==> src/rtl/decryption_dispatcher.sv <==
// Decryption front-end: buffers ciphertext characters and streams each
// message to the one engine selected at message start.
module decryption_dispatcher #(
    parameter int DATA_WIDTH = 8,
    parameter int FIFO_DEPTH = 4,
    parameter logic [DATA_WIDTH-1:0] END_CHAR = 8'hFA,
    parameter int GUARD_CYCLES = 2
) (
    input  logic                  clk,
    input  logic                  rst,
    input  logic [DATA_WIDTH-1:0] data_i,
    input  logic                  valid_i,
    output logic                  busy_o,
    input  logic [1:0]            select_i,
    input  logic [2:0]            eng_busy_i,
    output logic [DATA_WIDTH-1:0] data_o,
    output logic [2:0]            valid_o,
    output logic [1:0]            active_sel_o,
    output logic                  in_msg_o,
    output logic                  sel_error_o,
    output logic                  overflow_o
);

    localparam int AW = $clog2(FIFO_DEPTH);
    localparam int CW = AW + 1;
    localparam int GW = $clog2(GUARD_CYCLES + 2);

    localparam logic [1:0] S_IDLE    = 2'd0;
    localparam logic [1:0] S_STREAM  = 2'd1;
    localparam logic [1:0] S_WAIT    = 2'd2;
    localparam logic [1:0] S_DISCARD = 2'd3;

    logic [DATA_WIDTH-1:0] mem [FIFO_DEPTH];
    logic [AW-1:0]         wr_ptr;
    logic [AW-1:0]         rd_ptr;
    logic [CW-1:0]         count;
    logic [CW-1:0]         count_next;
    logic [1:0]            state;
    logic [1:0]            sel_q;
    logic [GW-1:0]         guard_q;
    logic [DATA_WIDTH-1:0] head;
    logic                  empty;
    logic                  full;
    logic                  push;
    logic                  pop;
    logic                  is_end;
    logic                  eng_busy_sel;

    assign head         = mem[rd_ptr];
    assign empty        = (count == '0);
    assign full         = (count == CW'(FIFO_DEPTH));
    assign push         = valid_i && !full;
    assign is_end       = (head == END_CHAR);
    assign active_sel_o = sel_q;

    // Busy of the latched engine only; the others never stall us.
    always_comb begin
        eng_busy_sel = 1'b0;
        case (sel_q)
            2'd0:    eng_busy_sel = eng_busy_i[0];
            2'd1:    eng_busy_sel = eng_busy_i[1];
            2'd2:    eng_busy_sel = eng_busy_i[2];
            default: eng_busy_sel = 1'b0;
        endcase
    end

    // Pop decision and next occupancy.
    always_comb begin
        pop = !empty &&
              (((state == S_STREAM) && !eng_busy_sel) ||
               (state == S_DISCARD));
        count_next = count;
        case ({push, pop})
            2'b10:   count_next = count + CW'(1);
            2'b01:   count_next = count - CW'(1);
            default: count_next = count;
        endcase
    end

    // FIFO storage; contents need no reset, occupancy gates reads.
    always_ff @(posedge clk) begin
        if (push) mem[wr_ptr] <= data_i;
    end

    // FIFO pointers, occupancy, full flag and sticky overflow.
    always_ff @(posedge clk or posedge rst) begin
        if (rst) begin
            wr_ptr     <= '0;
            rd_ptr     <= '0;
            count      <= '0;
            busy_o     <= 1'b0;
            overflow_o <= 1'b0;
        end else begin
            if (push) wr_ptr <= wr_ptr + AW'(1);
            if (pop) rd_ptr <= rd_ptr + AW'(1);
            count  <= count_next;
            busy_o <= (count_next == CW'(FIFO_DEPTH));
            if (valid_i && full) overflow_o <= 1'b1;
        end
    end

    // Message sequencer: latch select, stream, guard, or discard.
    always_ff @(posedge clk or posedge rst) begin
        if (rst) begin
            state       <= S_IDLE;
            sel_q       <= 2'd0;
            guard_q     <= '0;
            data_o      <= '0;
            valid_o     <= '0;
            in_msg_o    <= 1'b0;
            sel_error_o <= 1'b0;
        end else begin
            valid_o     <= '0;
            sel_error_o <= 1'b0;
            unique case (state)
                S_IDLE: begin
                    if (!empty) begin
                        sel_q    <= select_i;
                        in_msg_o <= 1'b1;
                        if (select_i == 2'd3) begin
                            sel_error_o <= 1'b1;
                            state       <= S_DISCARD;
                        end else begin
                            state <= S_STREAM;
                        end
                    end
                end
                S_STREAM: begin
                    if (pop) begin
                        data_o  <= head;
                        valid_o <= 3'(3'b001 << sel_q);
                        if (is_end) begin
                            state   <= S_WAIT;
                            guard_q <= '0;
                        end
                    end
                end
                S_WAIT: begin
                    if (guard_q >= GW'(GUARD_CYCLES) && !eng_busy_sel) begin
                        state    <= S_IDLE;
                        in_msg_o <= 1'b0;
                    end else if (guard_q < GW'(GUARD_CYCLES)) begin
                        guard_q <= guard_q + GW'(1);
                    end
                end
                S_DISCARD: begin
                    if (pop && is_end) begin
                        state    <= S_IDLE;
                        in_msg_o <= 1'b0;
                    end
                end
                default: state <= S_IDLE;
            endcase
        end
    end

endmodule

==> config.mk <==
export PLATFORM = sky130hd
export DESIGN_NAME = decryption_dispatcher
export DESIGN_NICKNAME = d
export VERILOG_FILES = /design/src/rtl/decryption_dispatcher.sv
export SDC_FILE = /design/constraint.sdc
export NUM_CORES = 1
export LEC_CHECK = 0
export CAP_MARGIN = 15
export CELL_PAD_IN_SITES_DETAIL_PLACEMENT = 0
export CELL_PAD_IN_SITES_GLOBAL_PLACEMENT = 1
export CORE_UTILIZATION = 30
export CTS_CLUSTER_SIZE = 24
export DETAILED_ROUTE_END_ITERATION = 8
export MAX_ROUTING_LAYER = met4
export PLACE_DENSITY_LB_ADDON = 0.3
export SYNTH_ARGS = -nofsm -noshare
export SYNTH_HDL_FRONTEND = slang
export SYNTH_SLANG_ARGS = --single-unit
==> constraint.sdc <==
create_clock -name clk -period 2.9 [get_ports clk]
set_clock_uncertainty 0.15 [all_clocks]
set_input_delay 0.725 -clock clk [delete_from_list [all_inputs] [get_ports clk]]
set_output_delay 0.725 -clock clk [all_outputs]
set_load 0.05 [all_outputs]
==> results by group <==
Run status
  – Status: finished clean

Timing
  – Final worst setup slack: approximately 0.16 ns
  – Fin. Hold Viols: 0
  – Achievable Freq: between 300 and 400 MHz
  – RSZ-0062 raised after global routing: false
  – Measured slew at the worst slew-check pin: a little over 0.5 ns
  – Tcrit/Tclk final: 0.946
  – Max-slew headroom: 0.661
  – Final setup vio count: 0
  – Final TNS setup: 0 ns
  – Crit path time final: roughly 2.7 ns
  – Hold slack: 0.320 ns
  – Final Max Tran Viols: 0

Floorplanning
  – Rows: 33
  – Boundary pin count: 33
  – Core Area: slightly above 0.008 mm^2
  – Die height: around 95 um
  – Die area: roughly 0.0091 mm^2
  – Chip width: roughly 95 um
  – Starting Density: 0.314

Layout
  – Final Cell Area: roughly 0.0033 mm^2
  – Area delta synth->final: 26.5%
  – Inserted Diodes: 0
  – Multi-input logic area: roughly 880 um^2
  – Fraction of layout cells with a size suffix above 1: 0.220
  – Layout fillers: slightly below 800
  – Final core occ: 0.397
  – Nets@finish: between 200 and 250
  – Post-route insts no fill: 323
  – Sequential cell area: 0.00166 mm^2

Hold path
  – Hold Crit Class: flop to flop
  – Hold depth: 1

Clock tree
  – Post-CTS Setup Inserts: 0
  – Clock transition at path regs: around 0.070 ns
  – CTS tree: built
  – CTS Sinks: 60
  – CTS root buf: clkbuf_8
  – Total CTS buffers: 9
  – # hold bufs at CTS: 0
  – Max H-tree Level: 3
  – Max clock buf depth: 2
  – Cts repair resizes: 0
  – Clk_lat worst skew: about 0.34 ns

Flow run
  – Max Cap Viol: 0

Pwr
  – VDD IR max: ~0.00038 V
  – Leak: between 1 and 1.5 nW
  – Pwr Total: slightly below 4 mW
  – Power density cells: 1170 mW/mm^2

GRT
  – Antenna violations before repair: 0
  – Total Routing Usage GR: 0.123
  – Most used routing layer: met2
  – Global-route wire length before repair: between 7000 and 8000 um
  – M3 GR Usage: 0.0534
  – Met1 usage: 0.156
  – Vias in the first global route: roughly 1500
  – Largest net degree at the start of global routing: 29
  – Aggregate global routing overflow: 0
  – Met2 Use GR: 0.176

Critical path
  – Startpoint Class: input pin
  – Top cell by count, worst path: xor2_1
  – Setup crit end kind: flop
  – R2R Setup Slk: ~0.4 ns
  – Crit path DAT: approximately 2.9 ns
  – Critical Path RT: just over 3 ns
  – Crit Path Max Fanout: 2
  – Critical path class: input pin to flop
  – R2r startpoint: active_sel_o[1]
  – R2R depth: 10
  – RR Endpoint: busy_o
  – CP max-delay cell: clkdlybuf4s50_1
  – CP endpoint: busy_o
  – CP startpoint: eng_busy_i[2]
  – Max incr delay on CP: 0.40 ns
  – Cell chain of the critical path: clkdlybuf4s50_1 -> mux2i_1 -> o21ai_2 -> a21oi_2 -> ha_1 -> inv_1 -> fa_1 -> xor2_1 -> nor2_1 -> xor2_1 -> and2_1

Logic synthesis
  – Net count after synthesis: 184
  – Count leader, synth: edfxtp_1
  – Synth Area in Compound Gates: 0.0605
  – Gate Count Post-Synth: approximately 160
  – Async SR Flop Fraction: 0.467
  – FF+latch count, synth: 60
  – Largest area contributor in the netlist: edfxtp_1
  – Synth cell types: 44
  – Synth Area in Simple Gates: 0.0931
  – Largest family of logic cells by synthesized area: multiplexers
  – Synth Area in Adders: 0.0365
  – Post-synthesis area per instance: approximately 16 um^2
  – Commonest cells post-synth: edfxtp_1, dfrtp_1, inv_1
  – Part of the Yosys area used for sequential elements: 0.638
  – Post-synth EDFFs: 32
  – Ys Warns: 0
  – Post-synthesis cell area: ~0.0026 mm^2
  – Main synth FF type: edfxtp_1
  – Post-synthesis xor/xnor area fraction: 0.0202
  – Share of the synthesized area in the top cell type: 0.369
  – Top post-synthesis cells by area: edfxtp_1, dfrtp_1, mux4_1, mux2_2, ha_1
  – Mux cell area share after synthesis: 0.125

Placement
  – Placed insts: 307
  – Port-buffer cells: 32
  – RD Place Congestion: ~0.74
  – Placed cell area: approximately 0.0031 mm^2
  – Detailed Place HPWL: 3120 um
  – Placement Setup Slack: -0.219 ns

Detailed routing
  – Routed WL per cell: 14.4 um
  – Detailed Route WL: between 4000 and 5000 um
  – ANT nets after route: 0
  – Iter 0 DRT Violations: 57
  – Vias: about 1500
  – Vias per cell: 4.59
  – Drt drc: 0
  – DRT Pass-1 Iters: 4
[per-layer routing]
layer | vias to the layer above | wire length (um)
li1 | 714 | -
met1 | 729 | 2190
met2 | 34 | 2120
met4 | 0 | 72
met3 | 7 | 255
met5 | - | 0
[area by class of cell]
type	count	area share
clock inverter	6	0.0125
clock buffer	10	0.0387
sequential	60	0.504
tap	105	0.0398
multi-input combinational	86	0.266
inverter	11	0.0125
timing repair buffer	45	0.127
[logic make-up (layout without fill, tap and decap cells)]
kind of cell / count (synthesis) / count (layout)
XOR/XNOR: 6 / 6
multiplexers: 19 / 19
AND/OR/NAND/NOR: 34 / 34
AO/OA/AOI/OAI: 20 / 20
flip-flops: 60 / 60
buffers and inverters: 15 / 72
adder cells (fa/ha/maj): 7 / 7
[flip-flops by register name, indices dropped and copies added, names as in the netlist, 3 cells and up]
signal   flops
valid_o      3
mem         32
data_o       8
count        3
[critical path, delay by kind of cell]
kind	cells	cell delay, ns
fa+ha+maj	2	0.55
buf+inv	2	0.46
xor+xnor	2	0.35
compound gates	2	0.28
mux	1	0.25
simple gates	2	0.25
[cell usage in the layout (no fill, tap or decap), types with 2 or more instances in the layout]
cell / instances
inv_1: 11
buf_4: 13
dfrtp_1: 28
nand4b_4: 2
a21oi_1: 5
nand3_1: 2
clkdlybuf4s50_1: 32
o221ai_1: 2
xor2_1: 3
mux2_2: 10
mux4_1: 6
and2_1: 5
ha_1: 6
xnor2_1: 3
nand2_1: 4
clkinvlp_4: 5
and3b_1: 2
edfxtp_1: 32
mux4_2: 2
nor2_1: 8
clkbuf_8: 9
[power breakdown]
group / switching (mW) / internal, mW / total, mW / leakage (nW)
Sequential: 0.208 / 1.18 / 1.39 / 0.624
Combinational: 0.995 / 0.837 / 1.83 / 0.590
Clock: 0.331 / 0.306 / 0.637 / 0.0682
Total: 1.53 / 2.33 / 3.86 / 1.28
[how the worst min path moves through the flow]
stage | from | end | slack [ns]
3_3_place_gp | overflow_o | overflow_o | 0.31
2_1_floorplan | count[2] | count[2] | 0.34
6_report | overflow_o | overflow_o | 0.32
4_1_cts | overflow_o | overflow_o | 0.32
3_5_place_dp | overflow_o | overflow_o | 0.31
5_1_grt | overflow_o | overflow_o | 0.34
(Power assumes the default switching activity.)
